<file path="src/rtl/pipelined_adder_pkg.sv">
// Shared ALU definitions for the pipelined adder: op encodings and slice
// geometry helpers used at elaboration.
package pipelined_adder_pkg;

  typedef enum logic {
    ALU_ADD = 1'b0,
    ALU_SUB = 1'b1
  } alu_op_e;

  function automatic int chunk_width(input int width, input int stages);
    return width / stages;
  endfunction

  function automatic bit geometry_ok(input int width, input int stages);
    return (stages >= 1) && (stages <= width) && ((width % stages) == 0);
  endfunction

endpackage

</file>
<file path="src/rtl/pipelined_adder_slice.sv">
// One CHUNK-bit ripple-carry slice built from full-adder cells. Also exposes
// the carry into its top bit so the last slice can flag signed overflow.
module adder_slice #(
  parameter int CHUNK = 8
) (
  input  logic [CHUNK-1:0] i_a,
  input  logic [CHUNK-1:0] i_b,
  input  logic             i_cin,
  output logic [CHUNK-1:0] o_sum,
  output logic             o_cout,
  output logic             o_cmsb
);

  always_comb begin : ripple
    logic w_c;
    // NOTE: blocking assignments here, so each cell's carry is visible to the next loop iteration.
    w_c    = i_cin;
    o_sum  = '0;
    o_cmsb = 1'b0;
    for (int i = 0; i < CHUNK; i++) begin
      o_cmsb   = w_c;
      o_sum[i] = i_a[i] ^ i_b[i] ^ w_c;
      w_c      = (i_a[i] & i_b[i]) | (w_c & (i_a[i] ^ i_b[i]));
    end
    o_cout = w_c;
  end

endmodule

</file>
<file path="src/rtl/pipelined_adder.sv">
// Carry-skewed pipelined adder/subtractor: slice k resolves in stage k, and the
// data word carries finished sum bits low and not-yet-added A bits high.
module pipelined_adder
  import pipelined_adder_pkg::*;
#(
  parameter int WIDTH  = 32,
  parameter int STAGES = 4
) (
  input  logic             clk,
  input  logic             rst,
  input  logic             in_valid,
  output logic             in_ready,
  input  logic [WIDTH-1:0] in_a,
  input  logic [WIDTH-1:0] in_b,
  input  logic             in_sub,
  input  logic             in_cin,
  output logic             out_valid,
  input  logic             out_ready,
  output logic [WIDTH-1:0] out_sum,
  output logic             out_cout,
  output logic             out_ovf
);

  localparam int               CHUNK      = chunk_width(WIDTH, STAGES);
  localparam logic [WIDTH-1:0] SLICE_MASK = WIDTH'({CHUNK{1'b1}});

  if (!geometry_ok(WIDTH, STAGES)) begin : g_bad_geometry
    $error("pipelined_adder: WIDTH must be a multiple of STAGES and STAGES in 1..WIDTH");
  end

  logic             r_valid [STAGES];
  logic [WIDTH-1:0] r_data  [STAGES];
  logic [WIDTH-1:0] r_b     [STAGES];
  logic             r_carry [STAGES];
  logic             r_ovf;

  logic             w_prev_valid [STAGES];
  logic [WIDTH-1:0] w_prev_data  [STAGES];
  logic [WIDTH-1:0] w_prev_b     [STAGES];
  logic             w_prev_c     [STAGES];
  logic [WIDTH-1:0] w_stage_data [STAGES];
  logic [CHUNK-1:0] w_sl_a       [STAGES];
  logic [CHUNK-1:0] w_sl_b       [STAGES];
  logic [CHUNK-1:0] w_sl_sum     [STAGES];
  logic             w_sl_cout    [STAGES];
  logic             w_sl_cmsb    [STAGES];

  logic             w_adv;
  logic             w_accept;
  alu_op_e          w_op;
  logic [WIDTH-1:0] w_a0;
  logic [WIDTH-1:0] w_b0;
  logic             w_c0;

  // Single global stall: the whole pipe moves only when the output slot frees up.
  assign w_adv    = !r_valid[STAGES-1] | out_ready;
  assign w_accept = in_valid & w_adv;
  assign in_ready = w_adv;
  assign w_op     = alu_op_e'(in_sub);

  // Idle input cycles enter as all-zero bubbles, so unknown operands never reach state.
  always_comb begin
    w_a0 = '0;
    w_b0 = '0;
    w_c0 = 1'b0;
    if (in_valid) begin
      w_a0 = in_a;
      w_b0 = (w_op == ALU_SUB) ? ~in_b : in_b;
      w_c0 = (w_op == ALU_SUB) ? 1'b1 : in_cin;
    end
  end

  for (genvar k = 0; k < STAGES; k++) begin : g_stage
    if (k == 0) begin : g_first
      assign w_prev_valid[k] = w_accept;
      assign w_prev_data[k]  = w_a0;
      assign w_prev_b[k]     = w_b0;
      assign w_prev_c[k]     = w_c0;
    end else begin : g_next
      assign w_prev_valid[k] = r_valid[k-1];
      assign w_prev_data[k]  = r_data[k-1];
      assign w_prev_b[k]     = r_b[k-1];
      assign w_prev_c[k]     = r_carry[k-1];
    end

    assign w_sl_a[k] = w_prev_data[k][k*CHUNK +: CHUNK];
    assign w_sl_b[k] = w_prev_b[k][k*CHUNK +: CHUNK];

    adder_slice #(.CHUNK(CHUNK)) u_slice (
      .i_a   (w_sl_a[k]),
      .i_b   (w_sl_b[k]),
      .i_cin (w_prev_c[k]),
      .o_sum (w_sl_sum[k]),
      .o_cout(w_sl_cout[k]),
      .o_cmsb(w_sl_cmsb[k])
    );

    assign w_stage_data[k] = (w_prev_data[k] & ~(SLICE_MASK << (k*CHUNK)))
                           | (WIDTH'(w_sl_sum[k]) << (k*CHUNK));
  end

  // NOTE: state uses non-blocking assignments, and every register (data included) is reset so no stale beat survives rst.
  always_ff @(posedge clk or posedge rst) begin
    if (rst) begin
      for (int k = 0; k < STAGES; k++) begin
        r_valid[k] <= 1'b0;
        r_data[k]  <= '0;
        r_b[k]     <= '0;
        r_carry[k] <= 1'b0;
      end
      r_ovf <= 1'b0;
    end else if (w_adv) begin
      for (int k = 0; k < STAGES; k++) begin
        r_valid[k] <= w_prev_valid[k];
        r_data[k]  <= w_stage_data[k];
        r_b[k]     <= w_prev_b[k];
        r_carry[k] <= w_sl_cout[k];
      end
      r_ovf <= w_sl_cout[STAGES-1] ^ w_sl_cmsb[STAGES-1];
    end
  end

  assign out_valid = r_valid[STAGES-1];
  assign out_sum   = r_data[STAGES-1];
  assign out_cout  = r_carry[STAGES-1];
  assign out_ovf   = r_ovf;

endmodule

</file>
<file path="config.mk">
export PLATFORM = sky130hd
export DESIGN_NAME = pipelined_adder
export DESIGN_NICKNAME = d
export VERILOG_FILES = /design/src/rtl/pipelined_adder_pkg.sv /design/src/rtl/pipelined_adder_slice.sv /design/src/rtl/pipelined_adder.sv
export SDC_FILE = /design/constraint.sdc
export NUM_CORES = 1
export LEC_CHECK = 0
export ABC_AREA = 1
export CAP_MARGIN = 25
export CELL_PAD_IN_SITES_DETAIL_PLACEMENT = 1
export CELL_PAD_IN_SITES_GLOBAL_PLACEMENT = 1
export CORE_MARGIN = 2
export CORE_UTILIZATION = 38
export CTS_CLUSTER_SIZE = 30
export DETAILED_ROUTE_END_ITERATION = 10
export GPL_TIMING_DRIVEN = 0
export PLACE_DENSITY_LB_ADDON = 0.1
export SLEW_MARGIN = 20
export SYNTH_ARGS = -nofsm -noshare
export SYNTH_HDL_FRONTEND = slang
export SYNTH_SLANG_ARGS = --single-unit
</file>
<file path="constraint.sdc">
create_clock -name clk -period 6.6 [get_ports clk]
set_input_delay 1.32 -clock clk [delete_from_list [all_inputs] [get_ports clk]]
set_output_delay 1.32 -clock clk [all_outputs]
set_load 0.02 [all_outputs]
</file>
==> reports/qor.yml <==
status: "finished, final reports clean"
ios: 106
final_core_util_pct: 47.8
gp_congestion: 0.782
final_cell_area_sq_um: 10400
synth_common_cells: "nand2_1 (427), dfrtp_1 (185), inv_1 (96), o21ai_0 (66), o21ai_1 (46)"
path_clk_slew_ns: 0.06
drc: 0
holdCritPathClass: "reg2reg"
worstSkewPairLatency_ns: 0.43
post-route-min-period_ns: 5.77
die_y_um: 152
crit_type: "in2reg"
grt_first_pass_wirelength_um: 34000
postCtsSetupBuffers: 0
rows: 54
end_kind: "register"
io_buffers: 104
detail-route-antenna-nets: 0
synthTopCellsByArea: "dfrtp_1 (56%), nand2_1 (19%), fa_1 (7.7%), inv_1 (4.3%), o21ai_0 (4.0%)"
final_cells: 1361
cts_made_buffers: 17
area_growth_pct: 24.3
ctsResizeCount: 0
die_area_sq_um: 23100
yosysWarningCount: 0
grt_pass1_vias: 6400
core_sq_um: 21700
crit_fanout: 10
place_inst: 1330
setup_viol: 0
ys_ff_latch: 185
start_kind: "primary input"
fin_crit_sh_pct: 87.5
initial_core_util_pct: 38.5
clockBufferDepth: 2
p_leak_nw: 5.32
grt_max_degree: 106
vias_per_cell: 4.45
required_ns: 6.94
wl_per_cell_um: 14.9
arrival_ns: 6.12
synth_top_area_share_pct: 55.5
gr-total-overflow: 0
ir_drop_v: 0.000171
rsz0062_at_grt: "no"
drtPass1Iterations: 4
n_antenna_cell: 0
pwr_density_cell_nw_per_um2: 405
cts_tree: "built"
synth_edf_count: 0
finClkSkew_ns: 0.00914
worstMarginPinSlew_ns: 0.798
synthesis.nets: 1047
wirelength_um: 20300
maxSlewViolCount: 0
ys_seq_area_share_pct: 55.5
place_area_sq_um: 9770
die_x_um: 152
synthDistinctLibCells: 17
grt_antenna_before_repair: 0
drv_cap: 0
nets: 1171
syn_area_per_cell_sq_um: 8.83
holdWs_ns: 0.472
slew_headroom_pct: 46.8
grtUsageTotal_pct: 18.6
cts_num_sinks: 185
hold_viol: 0
synthFlopType: "dfrtp_1"
fmax_mhz: 173
synth_top_area_cell: "dfrtp_1"
synthCells: 945
yosysMostFrequentCell: "nand2_1"
postSynth.asyncResetShare_pct: 100
cts_root_buf: "clkbuf_16"
htree_levels: 4
first_iter_violations: 247
layout-drive-gt1-share_pct: 8.97
hold_buffers: 0
vias: 6061
synthesis.area_sq_um: 8340
dp_hpwl_um: 15200
==> metrics by stage <==
stage          TNS, ns  worst slack (ns)  total power [mW]
6_report             0             0.826              4.20
5_1_grt              0             0.537              4.52
4_1_cts              0             0.792              4.26
3_5_place_dp         0             0.351              3.21
3_3_place_gp   -431.89             -2.35              3.16
2_1_floorplan        0             0.251              2.62
==> cells in the final DEF, fill, tap and decap left out <==
master / netlist / layout
a21oi_1: 8 / 8
a21oi_2: 1 / 1
buf_1: 1 / 1
buf_16: 0 / 1
buf_2: 20 / 20
buf_4: 40 / 40
bufinv_16: 0 / 2
clkbuf_1: 17 / 19
clkbuf_16: 0 / 17
clkbuf_2: 1 / 1
clkbuf_8: 0 / 6
clkdlybuf4s50_1: 0 / 104
clkinv_2: 0 / 2
clkinv_4: 0 / 1
clkinvlp_4: 0 / 1
dfrtp_1: 185 / 185
fa_1: 32 / 32
inv_1: 96 / 95
inv_2: 2 / 2
inv_8: 0 / 1
nand2_1: 427 / 427
nand2_2: 1 / 1
nand3_1: 1 / 1
o21ai_0: 66 / 66
o21ai_1: 46 / 46
or2_2: 1 / 1
==> state kept, by name, summed over array words and instances (netlist names) <==
register,cells
out_cout,1
r_valid,3
r_carry,3
r_b,48
r_data,96
out_valid,1
out_ovf,1
out_sum,32
==> logic make-up (layout without fill, tap and decap cells) <==
| group | after synthesis | after routing | synth area share [%] |
|---|---|---|---|
| buf+inv | 177 | 313 | 10.1 |
| flops | 185 | 185 | 55.5 |
| simple gates | 430 | 430 | 19.4 |
| compound gates | 121 | 121 | 7.31 |
| fa+ha+maj | 32 | 32 | 7.68 |
==> critical path, cell delays in order <==
cell and delay, ns:
clkdlybuf4s50_1 0.54, clkbuf_1 0.30, o21ai_0 0.20, fa_1 0.22, inv_1 0.05, fa_1 0.44
fa_1 0.46, fa_1 0.46, fa_1 0.47, fa_1 0.49, fa_1 0.43, inv_1 0.09
fa_1 0.45, o21ai_0 0.19
==> path summary, 6_finish.rpt <==
path	startpoint	end	slack, ns	depth (start not counted)
max	in_valid	r_data[103]	0.83	14
min	r_data[72]	r_data[72]	0.47	2
max reg2reg	r_carry[2]	r_data[55]	2.66	12
min reg2reg	r_data[72]	r_data[72]	0.47	2
max in group asynchronous	rst	r_data[84]	4.30	3
min in group asynchronous	rst	out_sum[5]	1.39	2
==> area by class of cell <==
type	count	area, sq um
buffer	79	473
clock buffer	25	515
clock inverter	6	86.3
fill	2556	11300
inverter	98	375
multi-input combinational	583	2870
sequential	185	4630
tap	280	350
timing repair buffer	105	1070
==> power breakdown <==
part / switching [mW] / total [mW] / internal [mW]
registers: 0.216 / 1.75 / 1.53
clock network: 0.417 / 1.03 / 0.617
logic: 0.803 / 1.42 / 0.614
total: 1.44 / 4.20 / 2.76
==> layer usage <==
layer / wire length [um] / vias to the layer above / global-route usage, %
li1: - / 3070 / -
met1: 10400 / 2874 / 27.2
met2: 9140 / 99 / 29.3
met3: 592 / 18 / 2.50
met4: 240 / 0 / 4.94
met5: 0 / - / 0
(Power assumes the default switching activity.)
